[src/rtl/wb_pkg.sv]
// Shared definitions for the store write buffer.
//   ADDR_W_DEF / DATA_W_DEF : default byte-address and store-word widths
//   drain_state_e           : drain FSM encoding (StIdle = 0, StBusy = 1)
//   entry_t                 : one buffered store {valid, addr, data} at default widths
package wb_pkg;

  localparam int unsigned ADDR_W_DEF = 32;
  localparam int unsigned DATA_W_DEF = 32;

  typedef enum logic {
    StIdle = 1'b0,
    StBusy = 1'b1
  } drain_state_e;

  typedef struct packed {
    logic                  valid;
    logic [ADDR_W_DEF-1:0] addr;
    logic [DATA_W_DEF-1:0] data;
  } entry_t;

endpackage

[src/rtl/wb_entry_array.sv]
// Entry storage for the store write buffer: DEPTH x {valid, word address, data}.
//   clk_i, reset_i          : clock, synchronous active-high reset
//   we_i/w_idx_i/w_*_i      : write port (sets valid)
//   clr_i/clr_idx_i         : valid-clear port (entry drained)
//   hd_idx_i -> hd_*_o      : combinational read port used to load the drain registers
//   base_i                  : index of the oldest entry (head)
//   fwd_addr_i -> fwd_*_o   : youngest-match forwarding search
module wb_entry_array
  import wb_pkg::*;
#(
  parameter int unsigned DEPTH   = 4,
  parameter int unsigned WADDR_W = 30,
  parameter int unsigned DATA_W  = DATA_W_DEF,
  localparam int unsigned PTR_W  = $clog2(DEPTH)
) (
  input  logic               clk_i,
  input  logic               reset_i,
  input  logic               we_i,
  input  logic [PTR_W-1:0]   w_idx_i,
  input  logic [WADDR_W-1:0] w_addr_i,
  input  logic [DATA_W-1:0]  w_data_i,
  input  logic               clr_i,
  input  logic [PTR_W-1:0]   clr_idx_i,
  input  logic [PTR_W-1:0]   hd_idx_i,
  output logic [WADDR_W-1:0] hd_addr_o,
  output logic [DATA_W-1:0]  hd_data_o,
  input  logic [PTR_W-1:0]   base_i,
  input  logic [WADDR_W-1:0] fwd_addr_i,
  output logic               fwd_hit_o,
  output logic [DATA_W-1:0]  fwd_data_o
);

  logic [DEPTH-1:0]   valid_q, valid_d;
  logic [WADDR_W-1:0] addr_q [DEPTH];
  logic [WADDR_W-1:0] addr_d [DEPTH];
  logic [DATA_W-1:0]  data_q [DEPTH];
  logic [DATA_W-1:0]  data_d [DEPTH];
  logic [PTR_W-1:0]   idx;

  always_comb begin
    valid_d = valid_q;
    addr_d  = addr_q;
    data_d  = data_q;
    if (clr_i) begin
      valid_d[clr_idx_i] = 1'b0;
    end
    if (we_i) begin
      valid_d[w_idx_i] = 1'b1;
      addr_d[w_idx_i]  = w_addr_i;
      data_d[w_idx_i]  = w_data_i;
    end
  end

  always_ff @(posedge clk_i) begin
    if (reset_i) begin
      valid_q <= '0;
      for (int i = 0; i < DEPTH; i++) begin
        addr_q[i] <= '0;
        data_q[i] <= '0;
      end
    end else begin
      valid_q <= valid_d;
      addr_q  <= addr_d;
      data_q  <= data_d;
    end
  end

  assign hd_addr_o = addr_q[hd_idx_i];
  assign hd_data_o = data_q[hd_idx_i];

  // Walk from oldest to youngest; a later match overrides, so the youngest wins.
  always_comb begin
    fwd_hit_o  = 1'b0;
    fwd_data_o = '0;
    idx        = '0;
    for (int unsigned i = 0; i < DEPTH; i++) begin
      idx = base_i + PTR_W'(i);
      if (valid_q[idx] && (addr_q[idx] == fwd_addr_i)) begin
        fwd_hit_o  = 1'b1;
        fwd_data_o = data_q[idx];
      end
    end
  end

endmodule

[src/rtl/store_write_buffer.sv]
// Store write buffer between the data cache and backing data memory.
// Stores are queued in one cycle, drained in order over mem_req/mem_ack, and the
// youngest buffered value for a word is forwarded to loads.
//   clk, reset                 : clock, synchronous active-high reset
//   wr_en/wr_addr/wr_data      : store from the cache; wr_full stalls upstream
//   rd_addr -> rd_hit/rd_data  : load forwarding lookup (word granularity)
//   mem_req/mem_addr/mem_data  : drain request to memory, mem_ack accepts it
//   empty, count               : occupancy status
module store_write_buffer
  import wb_pkg::*;
#(
  parameter int unsigned DEPTH  = 4,
  parameter int unsigned ADDR_W = ADDR_W_DEF,
  parameter int unsigned DATA_W = DATA_W_DEF,
  localparam int unsigned CNT_W = $clog2(DEPTH + 1)
) (
  input  logic              clk,
  input  logic              reset,
  input  logic              wr_en,
  input  logic [ADDR_W-1:0] wr_addr,
  input  logic [DATA_W-1:0] wr_data,
  output logic              wr_full,
  input  logic [ADDR_W-1:0] rd_addr,
  output logic              rd_hit,
  output logic [DATA_W-1:0] rd_data,
  output logic              mem_req,
  output logic [ADDR_W-1:0] mem_addr,
  output logic [DATA_W-1:0] mem_data,
  input  logic              mem_ack,
  output logic              empty,
  output logic [CNT_W-1:0]  count
);

  localparam int unsigned PTR_W   = $clog2(DEPTH);
  localparam int unsigned WADDR_W = ADDR_W - 2;

  drain_state_e       state_q, state_d;
  logic [PTR_W-1:0]   head_q, head_d, tail_q, tail_d, ld_idx;
  logic [CNT_W-1:0]   count_q, count_d;
  logic [WADDR_W-1:0] mem_waddr_q, mem_waddr_d, hd_addr, ld_addr;
  logic [DATA_W-1:0]  mem_data_q, mem_data_d, hd_data, ld_data;
  logic               accept, pop;
  logic               unused_offsets;

  // Byte offsets play no part in matching or draining.
  assign unused_offsets = ^{wr_addr[1:0], rd_addr[1:0]};

  assign wr_full  = (count_q == CNT_W'(DEPTH));
  assign empty    = (count_q == '0);
  assign count    = count_q;
  assign mem_req  = (state_q == StBusy);
  assign mem_addr = {mem_waddr_q, 2'b00};
  assign mem_data = mem_data_q;

  wb_entry_array #(
    .DEPTH   (DEPTH),
    .WADDR_W (WADDR_W),
    .DATA_W  (DATA_W)
  ) u_entries (
    .clk_i      (clk),
    .reset_i    (reset),
    .we_i       (accept),
    .w_idx_i    (tail_q),
    .w_addr_i   (wr_addr[ADDR_W-1:2]),
    .w_data_i   (wr_data),
    .clr_i      (pop),
    .clr_idx_i  (head_q),
    .hd_idx_i   (ld_idx),
    .hd_addr_o  (hd_addr),
    .hd_data_o  (hd_data),
    .base_i     (head_q),
    .fwd_addr_i (rd_addr[ADDR_W-1:2]),
    .fwd_hit_o  (rd_hit),
    .fwd_data_o (rd_data)
  );

  always_comb begin
    accept = wr_en && !wr_full;
    pop    = (state_q == StBusy) && mem_ack;
    tail_d = accept ? tail_q + PTR_W'(1) : tail_q;
    head_d = pop ? head_q + PTR_W'(1) : head_q;

    unique case ({accept, pop})
      2'b10:   count_d = count_q + CNT_W'(1);
      2'b01:   count_d = count_q - CNT_W'(1);
      default: count_d = count_q;
    endcase

    // Entry to load into the drain registers: the head when starting, the one
    // after it when a pop is completing.
    ld_idx = (state_q == StBusy) ? head_q + PTR_W'(1) : head_q;
    // A single remaining entry popped while a new store lands right behind it:
    // that store is not in the array yet, so take it straight from the write port.
    if (accept && (tail_q == ld_idx)) begin
      ld_addr = wr_addr[ADDR_W-1:2];
      ld_data = wr_data;
    end else begin
      ld_addr = hd_addr;
      ld_data = hd_data;
    end

    state_d     = state_q;
    mem_waddr_d = mem_waddr_q;
    mem_data_d  = mem_data_q;
    unique case (state_q)
      StIdle: begin
        if (count_q != '0) begin
          state_d     = StBusy;
          mem_waddr_d = ld_addr;
          mem_data_d  = ld_data;
        end
      end
      StBusy: begin
        if (mem_ack) begin
          if (count_d != '0) begin
            mem_waddr_d = ld_addr;
            mem_data_d  = ld_data;
          end else begin
            state_d     = StIdle;
            mem_waddr_d = '0;
            mem_data_d  = '0;
          end
        end
      end
      default: state_d = StIdle;
    endcase
  end

  always_ff @(posedge clk) begin
    if (reset) begin
      state_q     <= StIdle;
      head_q      <= '0;
      tail_q      <= '0;
      count_q     <= '0;
      mem_waddr_q <= '0;
      mem_data_q  <= '0;
    end else begin
      state_q     <= state_d;
      head_q      <= head_d;
      tail_q      <= tail_d;
      count_q     <= count_d;
      mem_waddr_q <= mem_waddr_d;
      mem_data_q  <= mem_data_d;
    end
  end

endmodule

[config.mk]
export PLATFORM = sky130hd
export DESIGN_NAME = store_write_buffer
export DESIGN_NICKNAME = d
export VERILOG_FILES = /design/src/rtl/wb_pkg.sv /design/src/rtl/wb_entry_array.sv /design/src/rtl/store_write_buffer.sv
export SDC_FILE = /design/constraint.sdc
export NUM_CORES = 1
export LEC_CHECK = 0
export CELL_PAD_IN_SITES_DETAIL_PLACEMENT = 0
export CELL_PAD_IN_SITES_GLOBAL_PLACEMENT = 1
export CORE_UTILIZATION = 46
export CTS_BUF_LIST = sky130_fd_sc_hd__clkbuf_8
export CTS_CLUSTER_SIZE = 12
export DETAILED_ROUTE_END_ITERATION = 10
export GPL_ROUTABILITY_DRIVEN = 0
export PLACE_DENSITY_LB_ADDON = 0.1
export SYNTH_ARGS = -nofsm -noshare
export SYNTH_HDL_FRONTEND = slang
export SYNTH_SLANG_ARGS = --single-unit
export TNS_END_PERCENT = 10
[constraint.sdc]
create_clock -name clk -period 5.75 [get_ports clk]
set_input_delay 1.15 -clock clk [delete_from_list [all_inputs] [get_ports clk]]
set_output_delay 1.15 -clock clk [all_outputs]
set_load 0.05 [all_outputs]
# Word level (Yosys, flattened, before mapping)
# Index checks and enable logic that the tools add are counted.
[op_classes] add_sub_neg=6 n_lt_le_gt_ge=14 eq_ne=10 mux=74 bitwise=10 reduce_logical=15
[op_table] cell="$mux W32" count=19
[op_table] cell="$mux W30" count=15
[op_table] cell="$bmux W32 S2" count=5
[op_table] cell="$bmux W30 S2" count=5
[op_table] cell="$bwmux W128" count=1
[op_table] cell="$bwmux W120" count=1
[op_table] cell="$eq A30 B30 Y1" count=4
[op_table] cell="$demux W32 S2" count=1
[op_table] cell="$pmux W32 S2" count=1
[op_table] cell="$demux W30 S2" count=1
[op_table] cell="$pmux W30 S2" count=1
[op_table] cell="$ge A3 B3 Y1 const B" count=6
[op_table] cell="$not A2 Y3" count=6
[op_table] cell="$lt A2 B3 Y1 const B" count=5
[op_table] cell="$mux W1" count=13
[op_table] cell="$logic_and A1 B1 Y1" count=10
[op_table] cell="$bmux W1 S2" count=4
[op_table] cell="$mux W4" count=2
[op_table] cell="$pmux W3 S2" count=1
[op_table] cell="$reduce_bool A3 Y1" count=2
[op_table] cell="$add A2 B1 Y2 const B" count=2
[op_table] cell="$add A2 B2 Y2 const B" count=2
[op_table] cell="$and A4 B4 Y4" count=1
[op_table] cell="$demux W1 S2" count=2
[op_table] cell="17 further kinds" count=19
[word_totals] register_bits=322 in_bits=100 word_cells=144

# Depth between registers and ports, before layout
[logic_depth] word_depth=10 mapped_depth=19 mapped_depth_nobuf=15

# Cells and area by module
# From an unflattened synthesis, not the netlist that was laid out.
[hier_totals] hier_cells=2545 area_unflattened_um2=22445.3
[by_module_without_submodules] mod="wb_entry_array" instances=1 cells_each=2113 area_per_inst_um2=18237.5 seq_area_each_um2=5044.8
[by_module_without_submodules] mod="store_write_buffer" instances=1 cells_each=432 area_per_inst_um2=4207.8 seq_area_each_um2=1401.3

# Least setup slack after synthesis
# No wires, ideal clock.
[synth_timing] kind="register to output" start="register head_q[0]" end="output port rd_data[1]" arrival_time_ns=4.634 required_time_ns=4.600 path_slack_ns=-0.034 stages_incl_launch_ff=17 n_path_buf=7 path_cell_list="dfxtp_1 buf_6 buf_8 buf_6 buf_4 inv_1 ha_1 buf_2 buf_4 mux4_2 xnor2_1 nand4_1 or4_1 nor2_2 buf_2 nand2_1 a311oi_1"
[synth_between] elab_cells_between_ends=51
[synth_lines] item="start: declaration" line_no="store_write_buffer.sv:38" rtl="logic [PTR_W-1:0] head_q, head_d, tail_q, tail_d, ld_idx;"
[synth_lines] item="start signal: assignment" line_no="store_write_buffer.sv:132" rtl="head_q <= '0;"
[synth_lines] item="start signal: assignment" line_no="store_write_buffer.sv:139" rtl="head_q <= head_d;"
[synth_lines] item="$add A2 B2 Y2 (*)" line_no="wb_entry_array.sv:77" rtl="idx = base_i + PTR_W'(i);"
[synth_lines] item="via u_entries.idx[0]" line_no="wb_entry_array.sv:38" rtl="logic [PTR_W-1:0] idx;"
[synth_lines] item="$not A2 Y3 (implied by the code)" line_no="wb_entry_array.sv:78, wb_entry_array.sv:80"
[synth_lines] item="$bmux W30 S2" line_no="wb_entry_array.sv:78" rtl="if (valid_q[idx] && (addr_q[idx] == fwd_addr_i)) begin"
[synth_lines] item="$mux W30 (implied by the code) (2 in series)" line_no="wb_entry_array.sv:78"
[synth_lines] item="$eq A30 B30 Y1" line_no="wb_entry_array.sv:78"
[synth_lines] item="$logic_and A1 B1 Y1" line_no="wb_entry_array.sv:78"
[synth_lines] item="$mux W32 (*)" line_no="wb_entry_array.sv:78"
[synth_lines] item="end: declaration" line_no="store_write_buffer.sv:25" rtl="output logic [DATA_W-1:0] rd_data,"
# The timed path passes the listed nets; every way through them passes the cells marked *. The select of a mux whose other input is x is not followed.

# Final worst setup path
[layout_timing] start="register head_q[0]" end="output port rd_data[6]"
[layout_between] elab_chain_cells=10 elab_cells_between_ends=51
[layout_rtl] item="$add A2 B1 Y2 / $not A2 Y3 (equally long branches)" line_no="wb_entry_array.sv:77, wb_entry_array.sv:78, wb_entry_array.sv:80"
[layout_rtl] item="$not A2 Y3 (implied by the code) / $bmux W30 S2 (equally long branches)" line_no="wb_entry_array.sv:78, wb_entry_array.sv:80"
[layout_rtl] item="$bmux W30 S2 / $mux W30 (equally long branches)" line_no="wb_entry_array.sv:78"
[layout_rtl] item="$mux W30 (implied by the code)" line_no="wb_entry_array.sv:78"
[layout_rtl] item="$mux W30 (implied by the code) / $eq A30 B30 Y1 (equally long branches)" line_no="wb_entry_array.sv:78"
[layout_rtl] item="$eq A30 B30 Y1 / $logic_and A1 B1 Y1 (equally long branches)" line_no="wb_entry_array.sv:78"
[layout_rtl] item="$logic_and A1 B1 Y1 / $mux W32 (equally long branches)" line_no="wb_entry_array.sv:78"
[layout_rtl] item="$mux W32 (2 in series)" line_no="wb_entry_array.sv:78"
[layout_rtl] item="$mux W32 (*)" line_no="wb_entry_array.sv:78"
# Every way passes the cells marked *; elsewhere a longest branch is shown, timed or not. The select of a mux whose other input is x is not followed.

==> out/metrics.yaml <==
cts_inserted_buffers: 59
synthCells: 2632
finalClockSkew_ps: 20.46
path_cells: "buf_16 > buf_6 > mux2i_1 > mux2i_1 > xnor2_1 > or4_1 > a2111oi_0 > and4_2 > nor2b_4 > buf_4 > a311oi_2 > buf_4 > buf_12"
slew_headroom_pct: 23.38
vias_per_cell: 6.177
power_frac_comb_pct: 46.3
drt_iter0_markers: 1935
hold_end: "mem_data[15]"
antenna_left: 0
fill_cells: 4357
worstPathRequired_ps: 4600
swShare_pct: 42.76
clkSlewWorstSetupHoldPaths_ps: 60
dpl_cell_area_mm2: 0.02498
fmax_mhz: 176.2
ir_drop_uv: 484.6
crit_path_end_kind: "output port"
synth.distinct_cells: 76
ys_ff_latch: 322
grtUsageTotal_pct: 31.52
worst-path-max-fanout: 19
dpl.hpwl_mm: 48.20
start_util_pct: 46.55
p_leak_uw: 0.008985
fp.dieH_um: 221.8
fin_area_mm2: 0.02654
hp-start: "mem_data[15]"
ys_warn_count: 0
worstReg2RegEnd: "mem_data[31]"
grt_max_degree: 124
synth_edf_count: 0
fin_crit_sh_pct: 98.72
crit_family: "simple AND/OR/NAND/NOR gates"
setup_viol: 0
clockRootBuffer: "clkbuf_8"
row_count: 80
grt_pass1_vias: 20180
cts_htree_levels: 2
intPower_uw: 5404
die_w_um: 221.8
cp_slowest_cell: "a2111oi_0"
reg2regPathDepth: 13
layout.cells.non_filler: 3408
gr-total-overflow: 0
area_growth_pct: 19.39
grt_pass1_wl_mm: 120.5
place.detailed.instances: 3285
worstSetupStartpointType: "flip-flop"
io_buffers: 196
cts_tree: "built"
vias: 21050
avgSynthCellArea_um2: 8.445
cap_violations: 0
wire_per_inst_um: 23.17
power_frac_seq_pct: 28.7
critPathArrivalTime_ps: 4530
drt_wl_total_mm: 78.95
ys.flop_type: "dfxtp_1"
ys_seq_area_share_pct: 29.00
synth-async-reset-ratio_pct: 0
hold-path-cell-count: 2
post-route-util_pct: 55.58
clkPwrFrac_pct: 25.1
r2r_slack_ps: 1950
core_mm2: 0.04775
path_class: "flip-flop to output port"
ios: 203
r2r-start: "mem_req"
cts_buffer_depth: 3
die-area_mm2: 0.04920
insertion_delay_ps: 680
layout_min_cycle_time_ps: 5676
nets: 2854
clkSinkCount: 322
syn_area_mm2: 0.02223
drc_errors: 0
rsz0062_at_grt: "false"
worst_pin_slew_ps: 1149
first_pass_iters: 6
antenna_found_initial: 2
layout-drive-gt1-share_pct: 18.05
critical_path.max_stage_delay_ps: 630
p_sw_uw: 4036
hp-class: "flip-flop to flip-flop"
maxSlewViolCount: 0
outcome: "complete, no violations"
hold_violations: 0
critPathBufInv: 5
power_density_mw_per_mm2: 355.8
-- layout make-up --
class	instances	area, um2	area share [%]
diodes	1	2.502	0.009430
clock buffers	83	1142	4.305
multi-input cells	2048	14570	54.90
clock inverters	26	140.1	0.5281
well taps	615	769.5	2.900
repair buffers	297	3400	12.81
inverters	16	60.06	0.2263
flip-flops and latches	322	6454	24.32
-- power groups by stage --
stage,sequential (uW),clock (uW),combinational (uW)
final,2710,2370,4370
after global routing,2740,2510,4650
after CTS,2700,2400,4340
after detailed placement,2740,0,4240
after global placement,2730,0,4210
after floorplan,3110,0,2620
-- kinds of logic (layout without fill, tap and decap cells) --
group / Yosys count / count (layout) / share of synthesized area [%]
buffers and inverters: 263 / 422 / 6.085
AOI/OAI and AO/OA: 561 / 561 / 14.80
xor gates and xnor gates: 106 / 106 / 4.211
other: 1 / 3 / 0.01687
muxes: 334 / 334 / 25.43
DFF: 322 / 322 / 29.00
and+or+nand+nor: 1035 / 1035 / 19.85
adders and majority gates: 10 / 10 / 0.5967
-- layer usage --
layer | track usage, % | wire length, um | part of all wire (%) | vias up
li1 | - | - | - | 9542
met1 | 43.35 | 33520 | 42 | 10340
met2 | 49.83 | 36220 | 46 | 1006
met3 | 5.076 | 6859 | 8.7 | 165
met4 | 11.78 | 2339 | 3.0 | 2
met5 | 0 | 13 | 0.016 | -
-- synth_stat cells (3+ instances only) --
library cell    count  share of area, %
nand2_1           718                12
a21oi_1           426               9.6
dfxtp_1           322                29
mux4_2            155                16
nor2_1            155               2.6
clkbuf_1          147               2.5
mux2i_1           120               5.4
xnor2_1            78               3.1
nand4_1            47               1.3
o21ai_0            47               1.1
buf_2              45               1.0
mux2_2             35               1.8
and3b_1            32               1.3
a311oi_2           29               2.0
xor2_1             27               1.1
nor2b_1            22              0.62
buf_4              20              0.68
mux4_4             19               2.1
inv_1              15              0.25
buf_6              13              0.66
and2b_1            12              0.41
buf_1               9              0.15
ha_1                9              0.51
nand3_1             9              0.20
nor3_1              8              0.18
nor4_1              8              0.23
o221ai_1            7              0.28
a22oi_1             5              0.17
a31oi_1             5              0.14
and2_1              5              0.14
buf_12              5              0.45
o22ai_1             5              0.14
a22o_1              4              0.16
o211ai_1            4              0.14
o2bb2ai_1           4              0.16
a2111oi_0           3              0.12
a211oi_1            3              0.10
a221oi_1            3              0.12
a311oi_1            3              0.12
dlymetal6s2s_1      3              0.17
-- registers in the layout, indices dropped and copies added (netlist names) --
name / count
mem_req: 1
mem_data: 32
head_q: 2
u_entries.data_q: 128
mem_waddr_q: 30
tail_q: 2
u_entries.addr_q: 120
count: 3
u_entries.valid_q: 4
-- metrics by stage --
stage	TNS [ps]	hold slack (ps)	power [uW]	setup slack (ps)
4_1_cts	0	487.3	9445	36.19
6_report	0	483.0	9440	73.51
3_5_place_dp	0	474.8	6985	64.98
2_1_floorplan	-62.72	445.9	5726	-31.36
3_3_place_gp	0	467.3	6938	68.45
5_1_grt	0	508.2	9891	14.22
-- cells in the final DEF, fill, tap and decap left out, types with 4 or more instances in the layout --
cell             instances
nand4_1                 47
nand3_1                  9
o21ai_0                 47
ha_1                     8
o221ai_1                 7
dfxtp_1                320
mux2i_1                117
a311oi_2                30
o2bb2ai_1                4
mux4_4                  19
clkbuf_8                83
and2_2                   4
inv_1                   30
a22oi_1                  5
o22ai_1                  5
nand2_1                714
clkdlybuf4s50_1        162
buf_4                   78
a31oi_1                  4
xor2_1                  27
xnor2_1                 77
and3b_1                 32
mux2_2                  35
mux4_2                 155
a21oi_1                426
a22o_1                   4
bufbuf_16                4
nand2_4                  4
nor2b_1                 21
nor2_1                 154
and2b_1                 12
buf_12                  49
nor3_1                   8
clkinv_2                 9
nor4_1                   8
o211ai_1                 4
mux2i_2                  4
-- repair_timing --
item                       4_1_cts  5_1_grt
buffers inserted                 3        6
resized for setup                7        0
cloned                           4        0
hold buffers                     0        0
pin swaps                        2        1
setup endpoints to repair       31       29
-- worst reg2reg max path, cell delays in order, from the launching register on --
cell	delay (ps)
dfxtp_1	610
and2_1	560
ha_1	290
inv_1	60
fa_1	370
xor2_1	230
xor2_1	160
nand3_1	80
o21ai_0	230
a21o_2	370
buf_12	330
a21oi_1	180
a21oi_1	140
nor2_1	50
-- how the worst max path moves through the flow --
| stage | startpoint | end | slack (ps) | cells past startpoint |
|---|---|---|---|---|
| floorplan | head_q[0] | rd_data[0] | -30 | 17 |
| global placement | rd_addr[11] | rd_data[6] | 70 | 12 |
| detailed placement | rd_addr[9] | rd_data[6] | 60 | 12 |
| CTS | head_q[0] | rd_data[6] | 40 | 13 |
| global route | head_q[0] | rd_data[6] | 10 | 12 |
| finish | head_q[0] | rd_data[6] | 70 | 13 |
No activity file was read; power rests on OpenSTA's default activity.
